## src/rtl/adc_emulator.sv

```systemverilog
// Purpose : synthetic 8-bit parallel ADC driven by the scope's ADC_CLK/ADC_nOE strobes;
//           produces deterministic sawtooth/triangle/square/constant samples.
// Latency : sample made on ADC clock edge k is on oAdcData one iClk after edge k+pPipeDepth-1.
// Backpressure: none; the scope paces conversions with iAdcClk, and nOE blanks the output only.
//
// Ports:
//   iClk       system clock, all logic on its rising edge
//   iRst       synchronous reset, active-high (wins over a simultaneous ADC edge)
//   iAdcClk    ADC clock from the scope (iClk-synchronous); rising edges convert
//   iAdcnOE    output enable, active-low; forces oAdcData to 0 and suppresses oDataValid
//   iWaveSel   0 sawtooth, 1 triangle, 2 square, 3 constant (sampled on ADC edges)
//   iStep      phase increment per ADC edge (sampled on ADC edges)
//   oAdcData   registered emulated sample
//   oDataValid one-iClk pulse when oAdcData carries a freshly pipelined sample
//
// Build option: define ADC_EMU_NOISE_EN to add 0..3 LSBs of LFSR dither (saturating).
module adc_emulator #(
  parameter int          pPhaseBits  = 16,
  parameter int          pPipeDepth  = 3,
  parameter logic [7:0]  pConstLevel = 8'h80
) (
  input  logic                  iClk,
  input  logic                  iRst,
  input  logic                  iAdcClk,
  input  logic                  iAdcnOE,
  input  logic [1:0]            iWaveSel,
  input  logic [pPhaseBits-1:0] iStep,
  output logic [7:0]            oAdcData,
  output logic                  oDataValid
);

  localparam int             FW       = $clog2(pPipeDepth + 1);
  localparam logic [FW-1:0]  FILL_MAX = FW'(pPipeDepth);

  logic                  rAdcClkPrev;
  logic                  wEdge;
  logic [pPhaseBits-1:0] phase;
  logic [FW-1:0]         fill;
  logic [FW-1:0]         fill_inc;
  logic [7:0]            pipe      [pPipeDepth];
  logic [7:0]            pipe_next [pPipeDepth];
  logic [7:0]            wave;
  logic [7:0]            tri_t;
  logic [7:0]            sample;

  assign wEdge = iAdcClk & ~rAdcClkPrev;

  // Waveform from the phase before this edge's increment.
  always_comb begin
    tri_t = phase[pPhaseBits-2 -: 8];
    wave  = 8'h00;
    case (iWaveSel)
      2'd0:    wave = phase[pPhaseBits-1 -: 8];
      2'd1:    wave = phase[pPhaseBits-1] ? ~tri_t : tri_t;
      2'd2:    wave = phase[pPhaseBits-1] ? 8'hFF : 8'h00;
      default: wave = pConstLevel;
    endcase
  end

`ifdef ADC_EMU_NOISE_EN
  logic [15:0] lfsr;
  logic [8:0]  noisy;

  // Fibonacci LFSR, taps 16,14,13,11.
  always_ff @(posedge iClk) begin
    if (iRst) begin
      lfsr <= 16'hACE1;
    end else if (wEdge) begin
      lfsr <= {lfsr[14:0], lfsr[15] ^ lfsr[13] ^ lfsr[12] ^ lfsr[10]};
    end
  end

  always_comb begin
    noisy  = {1'b0, wave} + {7'b0, lfsr[1:0]};
    sample = noisy[8] ? 8'hFF : noisy[7:0];
  end
`else
  assign sample = wave;
`endif

  // Fill counter saturates once the pipe holds real samples.
  assign fill_inc = (fill == FILL_MAX) ? fill : fill + FW'(1);

  // Next pipe contents; the output register loads the post-shift last stage so
  // that the valid pulse lines up with the sample it announces.
  always_comb begin
    for (int i = 0; i < pPipeDepth; i++) begin
      pipe_next[i] = pipe[i];
    end
    if (wEdge) begin
      pipe_next[0] = sample;
      for (int i = 1; i < pPipeDepth; i++) begin
        pipe_next[i] = pipe[i-1];
      end
    end
  end

  always_ff @(posedge iClk) begin
    if (iRst) begin
      rAdcClkPrev <= 1'b0;
      phase       <= '0;
      fill        <= '0;
      oAdcData    <= 8'h00;
      oDataValid  <= 1'b0;
      for (int i = 0; i < pPipeDepth; i++) begin
        pipe[i] <= 8'h00;
      end
    end else begin
      rAdcClkPrev <= iAdcClk;
      for (int i = 0; i < pPipeDepth; i++) begin
        pipe[i] <= pipe_next[i];
      end
      if (wEdge) begin
        phase <= phase + iStep;
        fill  <= fill_inc;
      end
      oAdcData   <= iAdcnOE ? 8'h00 : pipe_next[pPipeDepth-1];
      oDataValid <= wEdge & (fill_inc == FILL_MAX) & ~iAdcnOE;
    end
  end

endmodule

```

## config.mk

```make
export PLATFORM = sky130hd
export DESIGN_NAME = adc_emulator
export DESIGN_NICKNAME = d
export VERILOG_FILES = /design/src/rtl/adc_emulator.sv
export SDC_FILE = /design/constraint.sdc
export NUM_CORES = 1
export LEC_CHECK = 0
export CORE_MARGIN = 2
export CORE_UTILIZATION = 44
export DETAILED_ROUTE_END_ITERATION = 8
export HOLD_SLACK_MARGIN = 0.08
export SLEW_MARGIN = 0
export SYNTH_ARGS = -nofsm -noshare
export SYNTH_HDL_FRONTEND = slang
export SYNTH_SLANG_ARGS = --single-unit
export TNS_END_PERCENT = 30
```

## constraint.sdc

```tcl
create_clock -name iClk -period 4.2 [get_ports iClk]
set_input_delay 1.26 -clock iClk [delete_from_list [all_inputs] [get_ports iClk]]
set_output_delay 1.26 -clock iClk [all_outputs]
set_load 0.02 [all_outputs]
```

**After elaboration in Yosys (flattened, before gate mapping)**

Memories as Yosys holds them, arrays and structs flattened.
Index checks and enable logic that the tools add are counted.

- Reductions and logical operators: 2
- $add $sub $neg: 2
- Bitwise logic cells: 9
- Equal/unequal tests: 4
- Mux-type cells: 11

Operators with widths:

| operator | number |
|---|---|
| two-way mux 8 bit | 5 |
| two-way mux 24 bit | 1 |
| case mux 8 bit (3 select lines) | 1 |
| adder 16 bit | 1 |
| NOT 8 bit | 1 |
| equality test 2 bit, second input constant | 3 |
| bitwise AND 1 bit | 3 |
| two-way mux 1 bit | 3 |
| OR 1 bit | 3 |
| adder 2 x 1 -> 2 bit, second input constant | 1 |
| equality test 2 x 1 -> 1 bit, second input constant | 1 |
| logical NOT 2 bit | 1 |
| two-way mux 2 bit | 1 |
| NOT 1 bit | 2 |
| OR reduction 2 bit | 1 |

- Register bits: 28
- Bits of input ports: 22
- Memory bits (writable): 24
- Memories kept: 1
- Word-level logic and storage cells: 34

Memory list:

| name | words | bits a word | rd ports | clocked after memory_dff | wr ports | line | source |
|---|---|---|---|---|---|---|---|
| pipe | 3 | 8 | 3 | 0 | 3 | 40 | `logic [7:0] pipe [pPipeDepth];` |

**Logic depth before layout (Yosys ltp)**

- Word-level depth: 5
- Mapped depth: 8

**Worst setup path after synthesis**

OpenSTA, ideal clock, no wires.

- Path kind: input port to flip-flop
- From: input port iStep[0]
- To: register phase[10]
- Stages on the path: 7
- Path slack: 0.890 ns
- Setup time: 0.062 ns
- Arrival: 3.248 ns
- Required time: 4.138 ns
- Cells stage by stage: ha_1 -> fa_1 -> a21o_1 -> a311o_1 -> a2111o_1 -> a2111o_1 -> nand3_1

- Cells in the longest elaborated chain, start to end: 1

Ends and longest elaborated chain:

| item | line | source |
|---|---|---|
| start: declaration | 27 | `input logic [pPhaseBits-1:0] iStep,` |
| adder 16 bit | 114 | `phase <= phase + iStep;` |
| end signal: assignment | 114 |  |
| end: declaration | 37 | `logic [pPhaseBits-1:0] phase;` |

No other way between the ends.
A chain may end at the register's enable or synchronous reset.

**Worst setup path in the final report**

Ends and elaborated chain as after synthesis.

==> results.toml <==
[outcome]
status = "complete, no violations"

[cts]
ctsHoldBuffers = 0
numCtsBuffers = 5
post_cts_buffers = 0
cts.path.max_buffers = 2
cts-root-buf = "clkbuf_8"
h-tree-depth = 2
cts_tree = "done"
worstSkewPairLatency_ns = 0.31
path_clk_slew_ns = 0.11
cts_resized = 0
clock_sinks = 52

[critical_path]
cp.arrival_ns = 3.81
r2r_cells = 7
slowest_delay_ns = 0.42
worst_path_most_repeated_cell = "a2111o_1"
timing.rr.end = "phase[10]"
worst-endpoint-required_ns = 4.45
path_cells = "clkdlybuf4s50_1, ha_1, fa_1, a21o_1, a311o_1, a2111o_1, a2111o_1, nand3_1"
crit_type = "input port to flip-flop"
cp_max_fo = 4
cp-start-kind = "input port"
crit_path_top_delay_cell = "a311o_1"
r2r_slack_ns = 1.70
r2r-start = "phase[0]"
end_kind = "flip-flop"

[sta]
hold_viol_final = 0
worstMarginPinSlew_ns = 0.844
slew_violations = 0
rsz0062_at_grt = "no"
skew_ns = 0.0117
post-route-min-period_ns = 3.56
finalSetupViolCount = 0
clock.fmax_mhz = 281
slew_headroom_pct = 43.7
period_share_pct = 84.7
tns_ns = 0

[grt]
grt_max_degree = 44
overflow = 0
grt_pass1_wl_mm = 11.0
grt_pass1_vias = 2371
antenna_found_initial = 0
gr-usage-all-layers_pct = 18.9

[hold_path]
hold_path_class = "flip-flop to flip-flop"
min_from = "pipe[0][4]"
hold_depth = 2
whs_endpoint = "pipe[0][12]"

[die]
core_region_area_um2 = 5990
io_pins = 31
start_util_pct = 46.1
dieArea_um2 = 6920
die_height_um = 83.2
num_rows = 28
dieWidth_um = 83.2

[routing]
finalWirelength_mm = 6.42
dr_total_vias = 2518
drc_errors = 0
wl_per_cell_um = 14.5
ant_nets = 0
drt_iter0_drc = 140
drt-vias-per-instance = 5.70
drt_pass1_iterations = 4

[power_and_ir_drop]
clockPowerShare_pct = 27.3
power_density_nw_per_um2 = 350
ir_worst_vdd_uv = 189
power_mw = 1.12
comb_power_share_pct = 23.7
switching_share_pct = 32.3
cellLeakagePower_nw = 1.28
p_sw_mw = 0.363
seqPwrFrac_pct = 49.0
p_int_mw = 0.761

[yosys]
syn_nets = 383
synth_area_um2 = 2760
synth_cell_type_count = 45
yosysSeqAreaShare_pct = 37.7
synth_seq_cells = 52
yosys_warnings = 0
async_reset_ff_share_pct = 0
synth_flop_cell = "dfxtp_1"
synthCells = 345
syn_area_per_cell_um2 = 8.00
synth_edf_count = 0

[cells_and_area]
diodes = 0
fin_cells = 442
layout-drive-gt1-share_pct = 4.63
area_growth_pct = 16.2
finalNetCount = 404

[job]
max_cap_viol_count = 0

[place]
globalplace.congestion = 0.852
dp_cells = 434
place_hpwl_mm = 4.38
port_buffers = 30
[registers in the layout (all words and copies together) (netlist names)]
| signal | flops |
|---|---|
| pipe | 24 |
| rAdcClkPrev | 1 |
| oDataValid | 1 |
| fill | 2 |
| oAdcData | 8 |
| phase | 16 |
[cells in the mapped netlist, types with 4 or more instances]
cell type | instances | share of area [%]
o21ai_0 | 15 | 2.7
and3_1 | 9 | 2.0
a211oi_1 | 13 | 3.5
ha_1 | 15 | 6.8
nor3_1 | 14 | 2.5
dfxtp_1 | 52 | 38
nor2b_1 | 18 | 4.1
and2_1 | 4 | 0.91
nor2_1 | 21 | 2.9
inv_1 | 4 | 0.54
clkbuf_1 | 17 | 2.3
nand3_1 | 14 | 2.5
nand2_1 | 49 | 6.7
a21oi_1 | 41 | 7.4
a21o_1 | 9 | 2.4
[area by class of cell]
class | count | area [um2]
timing repair buffer | 34 | 330
multi-input combinational | 268 | 1630
clock inverter | 3 | 27.5
inverter | 5 | 18.8
sequential | 52 | 1040
clock buffer | 5 | 68.8
fill | 583 | 2780
tap | 75 | 93.8
[worst max-delay path: cells and delay by family]
kind                     cells  cell delay [ns]
AND/OR/NAND/NOR              1             0.09
buffers and inverters        1             0.41
adder cells (fa/ha/maj)      2             0.64
AO/OA/AOI/OAI                4             1.41
[kinds of logic after synthesis]
logic type               synth area share, %
XOR/XNOR                                1.27
AND/OR/NAND/NOR                         24.3
buffers and inverters                   3.40
AO/OA/AOI/OAI                           25.4
multiplexers                           0.363
flip-flops                              37.7
adder cells (fa/ha/maj)                 7.53
[per-stage QoR]
stage / worst slack [ns] / cell area [um2] / hold WS (ns) / utilization (%)
after CTS: 0.646 / 3210 / 0.460 / 53.5
final: 0.641 / 3210 / 0.459 / 53.5
after detailed placement: 0.311 / 3110 / 0.445 / 51.9
after global placement: 0.351 / 3110 / 0.444 / 51.9
after global routing: 0.525 / 3210 / 0.480 / 53.5
after floorplan: 0.890 / 2760 / 0.432 / -
[power by group through the flow]
stage	logic, mW	registers [mW]	clock network (mW)
2_1_floorplan	0.199	0.550	0
3_3_place_gp	0.261	0.562	0
3_5_place_dp	0.263	0.562	0
4_1_cts	0.265	0.551	0.318
5_1_grt	0.301	0.556	0.336
6_report	0.266	0.551	0.307
[per-layer routing]
metal  up-vias  wire, um  track usage [%]
met1      1171      3310             26.6
met4         0        91             4.17
met2        46      2800             30.4
met5         -         0                0
met3         8       219             3.28
li1       1293         -                -
[worst max path at each step]
stage / slack [ns] / cells past startpoint / end / startpoint
finish: 0.64 / 8 / phase[10] / iStep[0]
global route: 0.53 / 8 / phase[12] / iStep[0]
CTS: 0.65 / 8 / phase[10] / iStep[0]
detailed placement: 0.31 / 8 / phase[12] / iStep[0]
global placement: 0.35 / 8 / phase[12] / iStep[0]
floorplan: 0.89 / 7 / phase[10] / iStep[0]
[layout by cell type (no fill, tap or decap), drive strengths merged, types with 2 or more instances in the layout]
master / netlist / routed
a21o: 9 / 9
a211oi: 13 / 13
o31ai: 2 / 2
and2: 4 / 4
nand2: 49 / 49
xnor2: 2 / 2
nand3: 14 / 14
a31o: 2 / 2
a211o: 3 / 3
o211ai: 3 / 3
or3: 2 / 2
a2111oi: 3 / 3
inv: 4 / 5
a22oi: 2 / 2
a311o: 2 / 2
nand2b: 3 / 3
and3: 9 / 9
buf: 3 / 4
clkdlybuf4s50: 0 / 30
clkbuf: 17 / 5
a2111o: 3 / 3
o21ai: 15 / 15
nor3: 14 / 14
ha: 15 / 15
nor2b: 18 / 18
xor2: 2 / 2
nor2: 21 / 21
dfxtp: 52 / 52
nand3b: 2 / 2
clkinv: 1 / 2
a21oi: 41 / 41
(Power assumes the default switching activity.)
